`src/rtl/vga_pkg.sv`:
```
// Shared types and constants for the raster timing path: standard mode timings,
// colour-bar table and line/frame total helpers.
package vga_pkg;

    typedef struct packed {
        int h_sync;
        int h_back;
        int h_disp;
        int h_front;
        int v_sync;
        int v_back;
        int v_disp;
        int v_front;
    } vga_mode_t;

    localparam vga_mode_t MODE_640X480_60  = '{96, 48, 640, 16, 2, 33, 480, 10};
    localparam vga_mode_t MODE_800X600_60  = '{128, 88, 800, 40, 4, 23, 600, 1};
    localparam vga_mode_t MODE_1280X720_60 = '{40, 220, 1280, 110, 5, 20, 720, 5};

    // RGB565: white, yellow, cyan, green, magenta, red, blue, black
    localparam logic [15:0] BAR_LUT [8] = '{
        16'hFFFF, 16'hFFE0, 16'h07FF, 16'h07E0,
        16'hF81F, 16'hF800, 16'h001F, 16'h0000
    };

    typedef enum logic {
        FR_IDLE = 1'b0,
        FR_PEND = 1'b1
    } frame_state_t;

    function automatic int h_total(input int sync, input int back, input int disp, input int front);
        return sync + back + disp + front;
    endfunction

    function automatic int v_total(input int sync, input int back, input int disp, input int front);
        return sync + back + disp + front;
    endfunction

endpackage

```
`src/rtl/vga_counter.sv`:
```
// Horizontal/vertical raster counters; also reused by the capture-side timing checker.
module vga_counter
    import vga_pkg::*;
#(
    parameter int H_TOTAL = 800,
    parameter int V_TOTAL = 525,
    parameter int CNT_W   = 12
) (
    input  logic             clk,
    input  logic             rst,
    input  logic             en,
    output logic [CNT_W-1:0] hcnt,
    output logic [CNT_W-1:0] vcnt
);

    localparam logic [CNT_W-1:0] H_LAST = CNT_W'(H_TOTAL - 1);
    localparam logic [CNT_W-1:0] V_LAST = CNT_W'(V_TOTAL - 1);
    localparam logic [CNT_W-1:0] ONE    = CNT_W'(1);

    always_ff @(posedge clk) begin
        if (rst || !en) begin
            hcnt <= '0;
            vcnt <= '0;
        end else if (hcnt == H_LAST) begin
            hcnt <= '0;
            vcnt <= (vcnt == V_LAST) ? '0 : vcnt + ONE;
        end else begin
            hcnt <= hcnt + ONE;
        end
    end

endmodule

```
`src/rtl/vga_timing_ctrl.sv`:
```
// Raster timing generator and pixel output stage (FIFO strobes, frame request, cursor, underflow).
// Build option VGA_PATTERN_EN adds pattern_sel and an 8-bar colour test pattern.
//
// fr_state | meaning
// FR_IDLE  | no frame read outstanding
// FR_PEND  | frame_req raised, waiting for frame_ack
module vga_timing_ctrl
    import vga_pkg::*;
#(
    parameter int H_SYNC   = 96,
    parameter int H_BACK   = 48,
    parameter int H_DISP   = 640,
    parameter int H_FRONT  = 16,
    parameter int V_SYNC   = 2,
    parameter int V_BACK   = 33,
    parameter int V_DISP   = 480,
    parameter int V_FRONT  = 10,
    parameter logic HS_POL = 1'b0,
    parameter logic VS_POL = 1'b0,
    parameter int PIX_W    = 16,
    parameter int CNT_W    = 12,
    parameter int REQ_LEAD = 2,
    parameter int CUR_W    = 5,
    parameter int CUR_H    = 5,
    parameter logic [PIX_W-1:0] CUR_COLOR = PIX_W'('hFFFF)
) (
    input  logic             clk,
    input  logic             rst,
    input  logic             en,
    input  logic [PIX_W-1:0] pix_data,
    input  logic             pix_empty,
    output logic             pix_req,
    output logic             frame_req,
    input  logic             frame_ack,
    input  logic [CNT_W-1:0] cursor_x,
    input  logic [CNT_W-1:0] cursor_y,
`ifdef VGA_PATTERN_EN
    input  logic             pattern_sel,
`endif
    output logic [CNT_W-1:0] x,
    output logic [CNT_W-1:0] y,
    output logic             de,
    output logic             hsync,
    output logic             vsync,
    output logic [PIX_W-1:0] rgb,
    output logic             underflow
);

    localparam int H_TOTAL = h_total(H_SYNC, H_BACK, H_DISP, H_FRONT);
    localparam int V_TOTAL = v_total(V_SYNC, V_BACK, V_DISP, V_FRONT);

    localparam logic [CNT_W-1:0] HS_END = CNT_W'(H_SYNC);
    localparam logic [CNT_W-1:0] VS_END = CNT_W'(V_SYNC);
    localparam logic [CNT_W-1:0] HA_S   = CNT_W'(H_SYNC + H_BACK);
    localparam logic [CNT_W-1:0] HA_E   = CNT_W'(H_SYNC + H_BACK + H_DISP);
    localparam logic [CNT_W-1:0] VA_S   = CNT_W'(V_SYNC + V_BACK);
    localparam logic [CNT_W-1:0] VA_E   = CNT_W'(V_SYNC + V_BACK + V_DISP);
    localparam logic [CNT_W-1:0] RQ_S   = CNT_W'(H_SYNC + H_BACK - REQ_LEAD);
    localparam logic [CNT_W-1:0] RQ_E   = CNT_W'(H_SYNC + H_BACK + H_DISP - REQ_LEAD);

    logic [CNT_W-1:0] hcnt, vcnt;
    logic [CNT_W-1:0] ax, ay;
    logic [CNT_W:0]   cx_last, cy_last;
    logic             hact, vact, act, in_box, frame_set;
    logic [PIX_W-1:0] pix_val;
    frame_state_t     fr_state, fr_next;

    vga_counter #(
        .H_TOTAL (H_TOTAL),
        .V_TOTAL (V_TOTAL),
        .CNT_W   (CNT_W)
    ) u_counter (
        .clk  (clk),
        .rst  (rst),
        .en   (en),
        .hcnt (hcnt),
        .vcnt (vcnt)
    );

    assign hact = (hcnt >= HA_S) && (hcnt < HA_E);
    assign vact = (vcnt >= VA_S) && (vcnt < VA_E);
    assign act  = en && hact && vact;
    assign ax   = hcnt - HA_S;
    assign ay   = vcnt - VA_S;

    // Strobe window is the active window shifted early by the FIFO read latency.
    assign pix_req = en && !rst && vact && (hcnt >= RQ_S) && (hcnt < RQ_E);

    // One extra bit keeps a box at the far edge from wrapping onto column/row 0.
    assign cx_last = {1'b0, cursor_x} + (CNT_W+1)'(CUR_W - 1);
    assign cy_last = {1'b0, cursor_y} + (CNT_W+1)'(CUR_H - 1);
    assign in_box  = (ax >= cursor_x) && ({1'b0, ax} <= cx_last) &&
                     (ay >= cursor_y) && ({1'b0, ay} <= cy_last);

`ifdef VGA_PATTERN_EN
    localparam int BAR_W = (H_DISP / 8 > 0) ? H_DISP / 8 : 1;
    logic [CNT_W-1:0] bar_q;
    logic [2:0]       bar_idx;

    assign bar_q   = ax / CNT_W'(BAR_W);
    assign bar_idx = (bar_q > CNT_W'(7)) ? 3'd7 : bar_q[2:0];
`endif

    always_comb begin
        pix_val = pix_data;
`ifdef VGA_PATTERN_EN
        if (pattern_sel) begin
            pix_val = PIX_W'(BAR_LUT[bar_idx]);
        end
`endif
        if (in_box) begin
            pix_val = CUR_COLOR;
        end
    end

    always_ff @(posedge clk) begin
        if (rst || !en) begin
            de    <= 1'b0;
            x     <= '0;
            y     <= '0;
            rgb   <= '0;
            hsync <= ~HS_POL;
            vsync <= ~VS_POL;
        end else begin
            de    <= act;
            x     <= act ? ax : '0;
            y     <= act ? ay : '0;
            rgb   <= act ? pix_val : '0;
            hsync <= (hcnt < HS_END) ? HS_POL : ~HS_POL;
            vsync <= (vcnt < VS_END) ? VS_POL : ~VS_POL;
        end
    end

    assign frame_set = en && (hcnt == '0) && (vcnt == '0);

    always_ff @(posedge clk) begin
        if (rst) begin
            fr_state <= FR_IDLE;
        end else begin
            fr_state <= fr_next;
        end
    end

    always_comb begin
        fr_next = fr_state;
        case (fr_state)
            FR_IDLE: if (frame_set) fr_next = FR_PEND;
            FR_PEND: if (frame_ack && !frame_set) fr_next = FR_IDLE;
            default: fr_next = FR_IDLE;
        endcase
    end

    assign frame_req = (fr_state == FR_PEND);

    // Cleared at each frame start so the flag reports on the previous frame only.
    always_ff @(posedge clk) begin
        if (rst) begin
            underflow <= 1'b0;
        end else if (frame_set) begin
            underflow <= 1'b0;
        end else if (pix_req && pix_empty) begin
            underflow <= 1'b1;
        end
    end

endmodule

```
`config.mk`:
```
export PLATFORM = sky130hd
export DESIGN_NAME = vga_timing_ctrl
export DESIGN_NICKNAME = d
export VERILOG_FILES = /design/src/rtl/vga_pkg.sv /design/src/rtl/vga_counter.sv /design/src/rtl/vga_timing_ctrl.sv
export SDC_FILE = /design/constraint.sdc
export NUM_CORES = 1
export LEC_CHECK = 0
export ABC_AREA = 0
export BUFFER_PORTS_ARGS = -buffer_cell sky130_fd_sc_hd__buf_2
export CAP_MARGIN = 20
export CORE_ASPECT_RATIO = 1.1
export CORE_MARGIN = 1
export CORE_UTILIZATION = 50
export CTS_CLUSTER_SIZE = 20
export DETAILED_ROUTE_END_ITERATION = 7
export GPL_TIMING_DRIVEN = 0
export PLACE_DENSITY = 0.74
export SLEW_MARGIN = 10
export SYNTH_ARGS = -nofsm -noshare
export SYNTH_HDL_FRONTEND = slang
export SYNTH_HIERARCHICAL = 1
export SYNTH_SLANG_ARGS = --single-unit
export TNS_END_PERCENT = 30
```
`constraint.sdc`:
```
create_clock -name clk -period 8.2 [get_ports clk]
set_input_delay 0.41 -clock clk [delete_from_list [all_inputs] [get_ports clk]]
set_output_delay 0.41 -clock clk [all_outputs]
set_load 0.02 [all_outputs]
```
# Word level (Yosys, flattened, before mapping)

Index checks and enable logic that the tools add are counted.

Add/subtract/negate cells: 6
Muxes and demuxes: 7
Bitwise gates (word level): 2
Reduce and logical (&&, ||, !) cells: 24
Magnitude comparators: 12
Equality and inequality tests: 2

Operators with widths:

| cell                  | count |
|---|---|
| $lt 12x10->1 const B  | 3 |
| $add 12x3->13 const B | 2 |
| $le 12x13->1          | 2 |
| $add 12x1->12 const B | 2 |
| $eq 12x10->1 const B  | 2 |
| $ge 12x12->1          | 2 |
| $ge 12x8->1 const B   | 2 |
| $logic_not 12->1      | 2 |
| $mux 16               | 1 |
| $logic_and 1x1->1     | 15 |
| $ge 12x6->1 const B   | 1 |
| $lt 12x2->1 const B   | 1 |
| $lt 12x7->1 const B   | 1 |
| $mux 12               | 1 |
| $sub 12x6->12 const B | 1 |
| $sub 12x8->12 const B | 1 |
| $reduce_or 2->1       | 3 |
| $mux 1                | 4 |
| $logic_not 1->1       | 3 |
| $not 1->1             | 2 |
| $pmux 1 s2            | 1 |
| $logic_or 1x1->1      | 1 |

Input bits: 45
Register bits after elaboration: 69
Output and inout bits: 46
Logic and storage cells: 63

# Longest topological paths before layout

Gate-level depths: netlist of the first run.

Word-level depth: 7
Gate-level depth with buffers: 14
Depth with buffers taken out: 13

# Cells and area by module

The synthesis of the first run kept the hierarchy.

By module, submodules not included:

| module          | area an instance (sq um) | cells each | seq. area each (sq um) | instances |
|---|---|---|---|---|
| vga_timing_ctrl | 3216.8                   | 374        | 900.9                  | 1 |
| vga_counter     | 1182.4                   | 144        | 480.5                  | 1 |

# Least setup slack after synthesis of the first run

OpenSTA, ideal clock, no wires.

Kind: register to register
Start point: register u_counter.hcnt[4]
End point: register rgb[5]
Stages on the path, launching flop included: 15
Buffers on the path: 1
Arrival time: 2.871 ns
Library setup time: 0.070 ns
Required time: 8.130 ns
Setup slack: 5.260 ns
Period minus slack after synthesis: 2.940 ns
Cells stage by stage: dfxtp_1 > inv_1 > ha_1 > inv_1 > o21ai_0 > nor3b_1 > xor2_1 > ha_1 > a21o_1 > a21oi_1 > o211ai_1 > o211ai_2 > nand4_4 > buf_6 > a21oi_1

Cells in the longest elaborated chain, start to end: 6
Elaborated cells between the ends (all ways): 14
Classes of those cells: add/sub: 1; order compare: 4; mux: 1; bitwise: 1; reduce/logical: 7

RTL lines:

| what                                                | RTL line               | source |
|---|---|---|
| from (decl)                                         | vga_counter.sv:12      | `output logic [CNT_W-1:0] hcnt,` |
| from (signal assigned)                              | vga_counter.sv:28      | `hcnt <= hcnt + ONE;` |
| $sub 12x8->12 (*)                                   | vga_timing_ctrl.sv:83  | `assign ax = hcnt - HA_S;` |
| named net ax[4]                                     | vga_timing_ctrl.sv:62  | `logic [CNT_W-1:0] ax, ay;` |
| $le 12x13->1 / $ge 12x12->1 (equally long branches) | vga_timing_ctrl.sv:92  | `assign in_box = (ax >= cursor_x) && ({1'b0, ax} <= cx_last) &&` |
| $logic_and 1x1->1 (*) (2 in series)                 | vga_timing_ctrl.sv:92  |  |
| $logic_and 1x1->1 (*)                               | vga_timing_ctrl.sv:93  | `(ay >= cursor_y) && ({1'b0, ay} <= cy_last);` |
| $mux 16 (*)                                         | vga_timing_ctrl.sv:111 | `if (in_box) begin` |
| to (signal assigned)                                | vga_timing_ctrl.sv:128 | `rgb <= act ? pix_val : '0;` |
| to (decl)                                           | vga_timing_ctrl.sv:45  | `output logic [PIX_W-1:0] rgb,` |

The timed path passes the listed nets; every way through them passes the cells marked *.
A chain may end at the register's enable or synchronous reset.

# Worst setup path in the final report of the first run

Start point: register u_counter.hcnt[4]
End point: register rgb[6]

Same word-level chain as after synthesis.

==> results.py, run 1 <==
metrics = {
    "finish": {
        "final_cell_mix": "buf_2 (93), dfxtp_1 (69), inv_1 (58)",
        "syn_to_final_growth_pct": 17.95,
        "drive_gt1_frac": 0.2131,
        "num-fill-cells": 773,
        "layout.cells.non_filler": 735,
        "final_common_cell": "buf_2",
        "num-nets-final": 718,
        "n_antenna_cell": 0,
        "ff_latch_area_sq_um": 1381,
        "multi_input_area_sq_um": 2736,
    },
    "timing": {
        "finalSetupTns_ns": 0,
        "fin_crit_ns": 3.484,
        "fin_crit_sh": 0.4249,
        "slew_headroom": 0.6360,
        "finalMaxSlewViolations": 0,
        "skew_ns": 0.01348,
        "setup_viol_count_final": 0,
        "fmax_mhz": 287.0,
        "rsz0062_at_grt": "false",
        "hold_viol_final": 0,
        "max_slew.worst_pin.slew_ns": 0.5453,
    },
    "flow_run": {
        "cap_violations": 0,
    },
    "clock_tree": {
        "cts.sink_count": 69,
        "cts.clk_slew.worst_paths_ns": 0.08,
        "clk_latency_ns": 0.35,
        "cts_resized": 0,
        "post_cts_buffers": 0,
        "numCtsBuffers": 9,
        "ctsHtreeMaxLevel": 3,
        "cts_buffer_depth": 2,
        "cts_root_buffer": "clkbuf_8",
        "cts_tree": "yes",
        "cts_hold_buffers": 0,
    },
    "grt": {
        "grt_pass1_wl_um": 17460,
        "grt_max_degree": 14,
        "grt.overflow.total": 0,
        "grt_use_total": 0.2360,
        "grt_pass1_vias": 3902,
        "antenna_found_initial": 0,
    },
    "synth": {
        "synthCells": 518,
        "async_flop_share": 0,
        "yosysTopAreaCell": "dfxtp_1",
        "synth_edf_count": 0,
        "synth_top_area_share": 0.3140,
        "ys_ff_latch": 69,
        "ys_types": 61,
        "syn_area_per_cell_sq_um": 8.493,
        "synthesis.nets": 617,
        "ys.flop_type": "dfxtp_1",
        "ys_seq_area_frac": 0.3140,
        "yosys_warnings": 6,
        "synth_area_leaders": "dfxtp_1 (31%), ha_1 (15%), xnor2_1 (5.6%)",
        "syn_area_sq_um": 4399,
    },
    "hold_path": {
        "hold_depth": 2,
        "hp-class": "in2reg",
    },
    "floorplan": {
        "core_sq_um": 8452,
        "start_util": 0.5205,
        "die_h_um": 100.4,
        "io_pins": 91,
        "fp.dieW_um": 91.44,
        "row_count": 35,
        "die_area_sq_um": 9178,
    },
    "pwr": {
        "max-vdd-ir-drop_mv": 0.08061,
        "p_per_area_nw_per_um2": 133.6,
        "leakagePower_uw": 0.002413,
    },
    "critical_path": {
        "worst_ep_arrival_time_ns": 3.76,
        "path_class": "reg2reg",
        "rr_worst_depth": 14,
        "end_kind": "flop",
        "cp-start-kind": "flop",
        "worstPathRequired_ns": 8.48,
        "path_max_fanout": 10,
    },
    "placed_design": {
        "gp_congestion": 0.9030,
        "dp_cells": 719,
        "dp_hpwl_um": 8071,
        "portBuffers": 90,
    },
    "route": {
        "drc": 0,
        "wl_um": 10310,
        "first_pass_iters": 7,
        "highest_layer": "met4",
        "routed-wl-met3_um": 426,
        "antenna_left": 0,
        "wl_met1_um": 4501,
        "vias_per_cell": 5.464,
        "drtIter0Drc": 185,
        "wl_per_cell_um": 14.03,
        "num_vias": 4016,
        "met2WireLength_um": 5145,
    },
    "outcome": {
        "outcome": "finished clean",
    },
}
==> layer usage <==
layer,vias to the layer above,global-route usage
met5,-,0
met3,21,0.04545
met2,106,0.4251
li1,2022,-
met1,1867,0.2754
met4,0,0.09280
==> worst max-delay path: stages (launching register included) <==
cell	delay, ns
dfxtp_1	0.41
inv_1	0.21
ha_1	0.24
inv_1	0.05
o21ai_0	0.24
nor3b_1	0.45
xor2_1	0.29
ha_1	0.29
a21o_1	0.16
a21oi_1	0.17
o211ai_1	0.13
o211ai_2	0.24
nand4_4	0.18
buf_6	0.20
a21oi_1	0.15
==> synthesized netlist by cell type (2+ instances only) <==
cell / number
nand3_2: 2
dfxtp_1: 69
nand4_1: 11
nor2_1: 36
nor3_1: 11
nand4b_1: 4
o21ai_0: 9
or4_4: 2
xnor2_1: 28
a211oi_1: 5
inv_1: 58
a21o_1: 5
nand3_1: 24
nand2_1: 32
a31oi_1: 2
or3_4: 2
nor3_2: 2
o22ai_1: 4
a21oi_1: 39
or3_1: 4
nand3b_1: 3
a21oi_2: 5
ha_1: 54
o211ai_1: 2
o311ai_0: 2
buf_2: 3
clkbuf_1: 7
xor2_1: 14
nor2b_1: 7
and4_1: 2
nor4_1: 10
and3_1: 24
nand2b_1: 7
and4b_1: 2
==> registers in the layout, indices dropped and copies added, names as in the netlist <==
name,count
u_counter/hcnt,12
u_counter/vcnt,12
hsync,1
y,12
frame_req,1
x,12
vsync,1
rgb,16
de,1
underflow,1
==> cell families after synthesis <==
kind of cell    share of synthesized area
simple gates                       0.2455
compound gates                     0.1362
buf+inv                           0.06399
flops                              0.3140
fa+ha+maj                          0.1536
xor+xnor                          0.08362
other cells                     0.0008524
mux                              0.002275
==> cell type report <==
class | count | share of cell area
multi-input combinational | 378 | 0.5274
sequential | 69 | 0.2662
timing repair buffer | 90 | 0.08681
inverter | 58 | 0.04196
tap | 111 | 0.02677
clock buffer | 9 | 0.02387
clock inverter | 7 | 0.01471
buffer | 13 | 0.01230
==> where the power goes <==
part           internal [uW]  switching [uW]  leakage, uW
clock                    141             141    0.0000954
sequential               336            1.21     0.000557
combinational           32.6            40.8      0.00176
total                    510             183      0.00241
==> through the flow <==
| stage | hold slack (ns) | worst slack, ns | power, uW | area, sq um | utilization |
|---|---|---|---|---|---|
| after floorplan | 0.4523 | 5.260 | 391.3 | 4399 | - |
| after global placement | 0.4561 | 4.809 | 415.1 | 4989 | 0.5902 |
| after detailed placement | 0.4734 | 4.714 | 418.5 | 4989 | 0.5902 |
| after CTS | 0.2630 | 4.692 | 698.5 | 5189 | 0.6139 |
| after global routing | 0.2599 | 4.446 | 721.6 | 5189 | 0.6139 |
| final | 0.2714 | 4.716 | 693.1 | 5189 | 0.6139 |
==> final timing paths <==
kind / slack, ns / to / startpoint
hold / removal: 0.27 / underflow / pix_empty
setup / recovery: 4.72 / rgb[6] / u_counter/hcnt[4]
setup reg to reg: 4.72 / rgb[6] / u_counter/hcnt[4]
hold reg to reg: 0.48 / frame_req / frame_req
(Power assumes the default switching activity.)
==> run 2: changes to the inputs <==
ABC_AREA = 1   (was 0)
PLACE_DENSITY = 0.73   (was 0.74)
clock period = 3.5 ns   (was 8.2 ns; I/O delays follow)
==> run 2 against run 1 <==
Compared with the run above:
- die area increased by 11%
- sequential power increased by 130%
- cell area increased by 10%
- flip-flop and latch count unchanged
- global-route usage decreased by 0.89 points
- clock power increased to 2.6 times the previous value
- combinational power increased by 150%
- area after synthesis increased by 11%
- cell count increased by 28%
- maximum frequency increased by 14%
- clock skew decreased by 0.0073 ns
- wire length increased by 5.8%
- critical path type unchanged
- largest cell class unchanged
- highest routed layer unchanged
==> results.py, run 2 <==
metrics = {
    "critical_path": {
        "slowest_delay_ns": 0.43,
        "path_max_fanout": 10,
        "end_kind": "flop",
        "worstPathRequired_ns": 3.73,
        "worst_ep_arrival_time_ns": 3.29,
        "crit_top_cell": "nand2_1",
        "crit_buf_inv": 3,
        "cp-start-kind": "flop",
        "cp_top_family": "simple AND/OR/NAND/NOR gates",
        "crit_path_top_delay_cell": "dfxtp_2",
        "crit_path_cell_trace": "inv_1, ha_1, nand2_1, nand2_1, nand2_1, xor2_1, inv_1, ha_1, nand2_1, nor2_1, a21boi_0, nand3_1, nand2_1, nand2_2, nand3_4, buf_6, a21oi_1",
        "path_class": "reg2reg",
    },
    "synth": {
        "synth_fa_ha_area_frac": 0.1382,
        "synth_top_area_share": 0.2826,
        "ys_seq_area_frac": 0.2826,
        "synth_mux_area_frac": 0,
        "yosysTopAreaCell": "dfxtp_1",
        "yosys_warnings": 6,
        "synthesis.nets": 814,
        "syn_area_per_cell_sq_um": 6.835,
        "synth-simple-area-share": 0.3210,
        "synthXorXnorAreaFrac": 0.05197,
        "netlist_top_cells_count": "nand2_1 (160), inv_1 (143), nor2_1 (78), dfxtp_1 (69), ha_1 (54)",
        "ys.flop_type": "dfxtp_1",
        "synth_area_leaders": "dfxtp_1 (28%), ha_1 (14%), nand2_1 (12%)",
        "synth_compound_area_frac": 0.07937,
        "async_flop_share": 0,
        "ys_types": 40,
        "ys_ff_latch": 69,
        "synth_edf_count": 0,
        "synth_most_common_cell": "nand2_1",
        "syn_area_sq_um": 4887,
        "synthCells": 715,
        "synth_top_family_by_area": "simple AND/OR/NAND/NOR gates",
    },
    "finish": {
        "regMostFlops": "rgb",
        "largest_reg_flops": 16,
        "n_antenna_cell": 0,
        "layout.cells.non_filler": 938,
        "final_common_cell": "nand2_1",
        "final_core_util": 0.6055,
        "syn_to_final_growth_pct": 17.00,
        "num-nets-final": 915,
        "final_cell_mix": "nand2_1 (160), inv_1 (143), buf_2 (92)",
        "drive_gt1_frac": 0.1912,
    },
    "route": {
        "wl_per_cell_um": 11.63,
        "drc": 0,
        "vias_per_cell": 4.947,
        "wl_um": 10910,
        "drtIter0Drc": 232,
        "num_vias": 4640,
        "antenna_left": 0,
        "first_pass_iters": 4,
    },
    "clock_tree": {
        "numCtsBuffers": 9,
        "post_cts_buffers": 0,
        "ctsHtreeMaxLevel": 3,
        "cts_tree": "yes",
        "cts_root_buffer": "clkbuf_8",
        "cts.sink_count": 69,
        "cts.clk_slew.worst_paths_ns": 0.07,
        "cts_buffer_depth": 2,
        "clk_latency_ns": 0.35,
    },
    "timing": {
        "finalMaxSlewViolations": 0,
        "fin_crit_ns": 3.054,
        "fin_crit_sh": 0.8725,
        "timing.hold.ws_ns": 0.05414,
        "fmax_mhz": 327.5,
        "setup_viol_count_final": 0,
        "finalSetupTns_ns": 0,
        "skew_ns": 0.006222,
        "hold_viol_final": 0,
        "rsz0062_at_grt": "false",
    },
    "pwr": {
        "pwr-share-clk": 0.434,
        "p_int_uw": 1306,
        "report.power.total_uw": 1719,
        "seq_power_share": 0.460,
        "max-vdd-ir-drop_mv": 0.1802,
        "pwr-share-comb": 0.106,
        "power.share.switching": 0.2404,
        "leakagePower_uw": 0.003001,
        "p_per_area_nw_per_um2": 300.7,
        "p_sw_uw": 413.3,
    },
    "floorplan": {
        "io_pins": 91,
        "die_h_um": 105.7,
        "row_count": 37,
        "die_area_sq_um": 10170,
        "fp.dieW_um": 96.27,
        "start_util": 0.5175,
        "core_sq_um": 9444,
    },
    "grt": {
        "grt.overflow.total": 0,
        "grt_use_total": 0.2271,
        "antenna_found_initial": 0,
        "grt_pass1_wl_um": 18190,
        "grt_pass1_vias": 4383,
        "grt_max_degree": 13,
    },
    "outcome": {
        "outcome": "finished clean",
    },
    "flow_run": {
        "cap_violations": 0,
    },
    "placed_design": {
        "dp_cells": 922,
        "portBuffers": 90,
        "gp_congestion": 0.8766,
        "dp_hpwl_um": 9019,
    },
    "hold_path": {
        "hp-class": "in2reg",
    },
}
-- run 2: per-stage QoR --
| step | setup WS (ns) | area, sq um |
|---|---|---|
| after floorplan | 0.8500 | 4887 |
| after global placement | 0.3528 | 5484 |
| after detailed placement | 0.2984 | 5484 |
| after CTS | 0.2858 | 5717 |
| after global routing | 0.1111 | 5718 |
| final | 0.4463 | 5718 |
-- run 2: logic make-up (layout without fill, tap and decap cells) --
group,count (synthesis),after routing
and+or+nand+nor,341,341
buffers and inverters,154,260
DFF,69,69
AOI/OAI and AO/OA,67,67
adders and majority gates,54,54
xor gates and xnor gates,29,29
other,1,1
-- run 2: cell type report --
| type | count | area, sq um |
|---|---|---|
| Buffer | 7 | 62.56 |
| Inverter | 147 | 553.0 |
| Sequential cell | 69 | 1383 |
| Tap cell | 117 | 146.4 |
| Multi-Input combinational cell | 492 | 2890 |
| Clock inverter | 5 | 81.33 |
| Clock buffer | 11 | 151.4 |
| Timing Repair Buffer | 90 | 450.4 |
| Fill cell | 882 | 3726 |
-- run 2: path summary, 6_finish.rpt --
kind / start / slack [ns] / cells past startpoint / to
hold / removal: rst / 0.05 / 2 / frame_req
hold reg to reg: underflow / 0.45 / 2 / underflow
setup reg to reg: u_counter/hcnt[4] / 0.45 / 17 / rgb[10]
setup / recovery: u_counter/hcnt[4] / 0.45 / 17 / rgb[10]
-- run 2: what timing repair did --
action | CTS | global route
hold buffers | 0 | 0
endpoints found under the setup margin | 0 | 10
resized for setup | 0 | 1
-- run 2: power groups by stage --
stage / sequential, uW / combinational [uW] / clock (uW)
2_1_floorplan: 812 / 117 / 0
3_3_place_gp: 809 / 176 / 0
3_5_place_dp: 809 / 184 / 0
4_1_cts: 790 / 185 / 767
5_1_grt: 791 / 214 / 802
6_report: 790 / 183 / 746
-- run 2: per-layer routing --
metal  GRT usage  vias up  share of wire
li1            -     2424              -
met1      0.2710     2064           0.44
met2      0.3906      127           0.48
met3     0.03824       25          0.053
met4      0.1002        0          0.029
met5           0        -              0
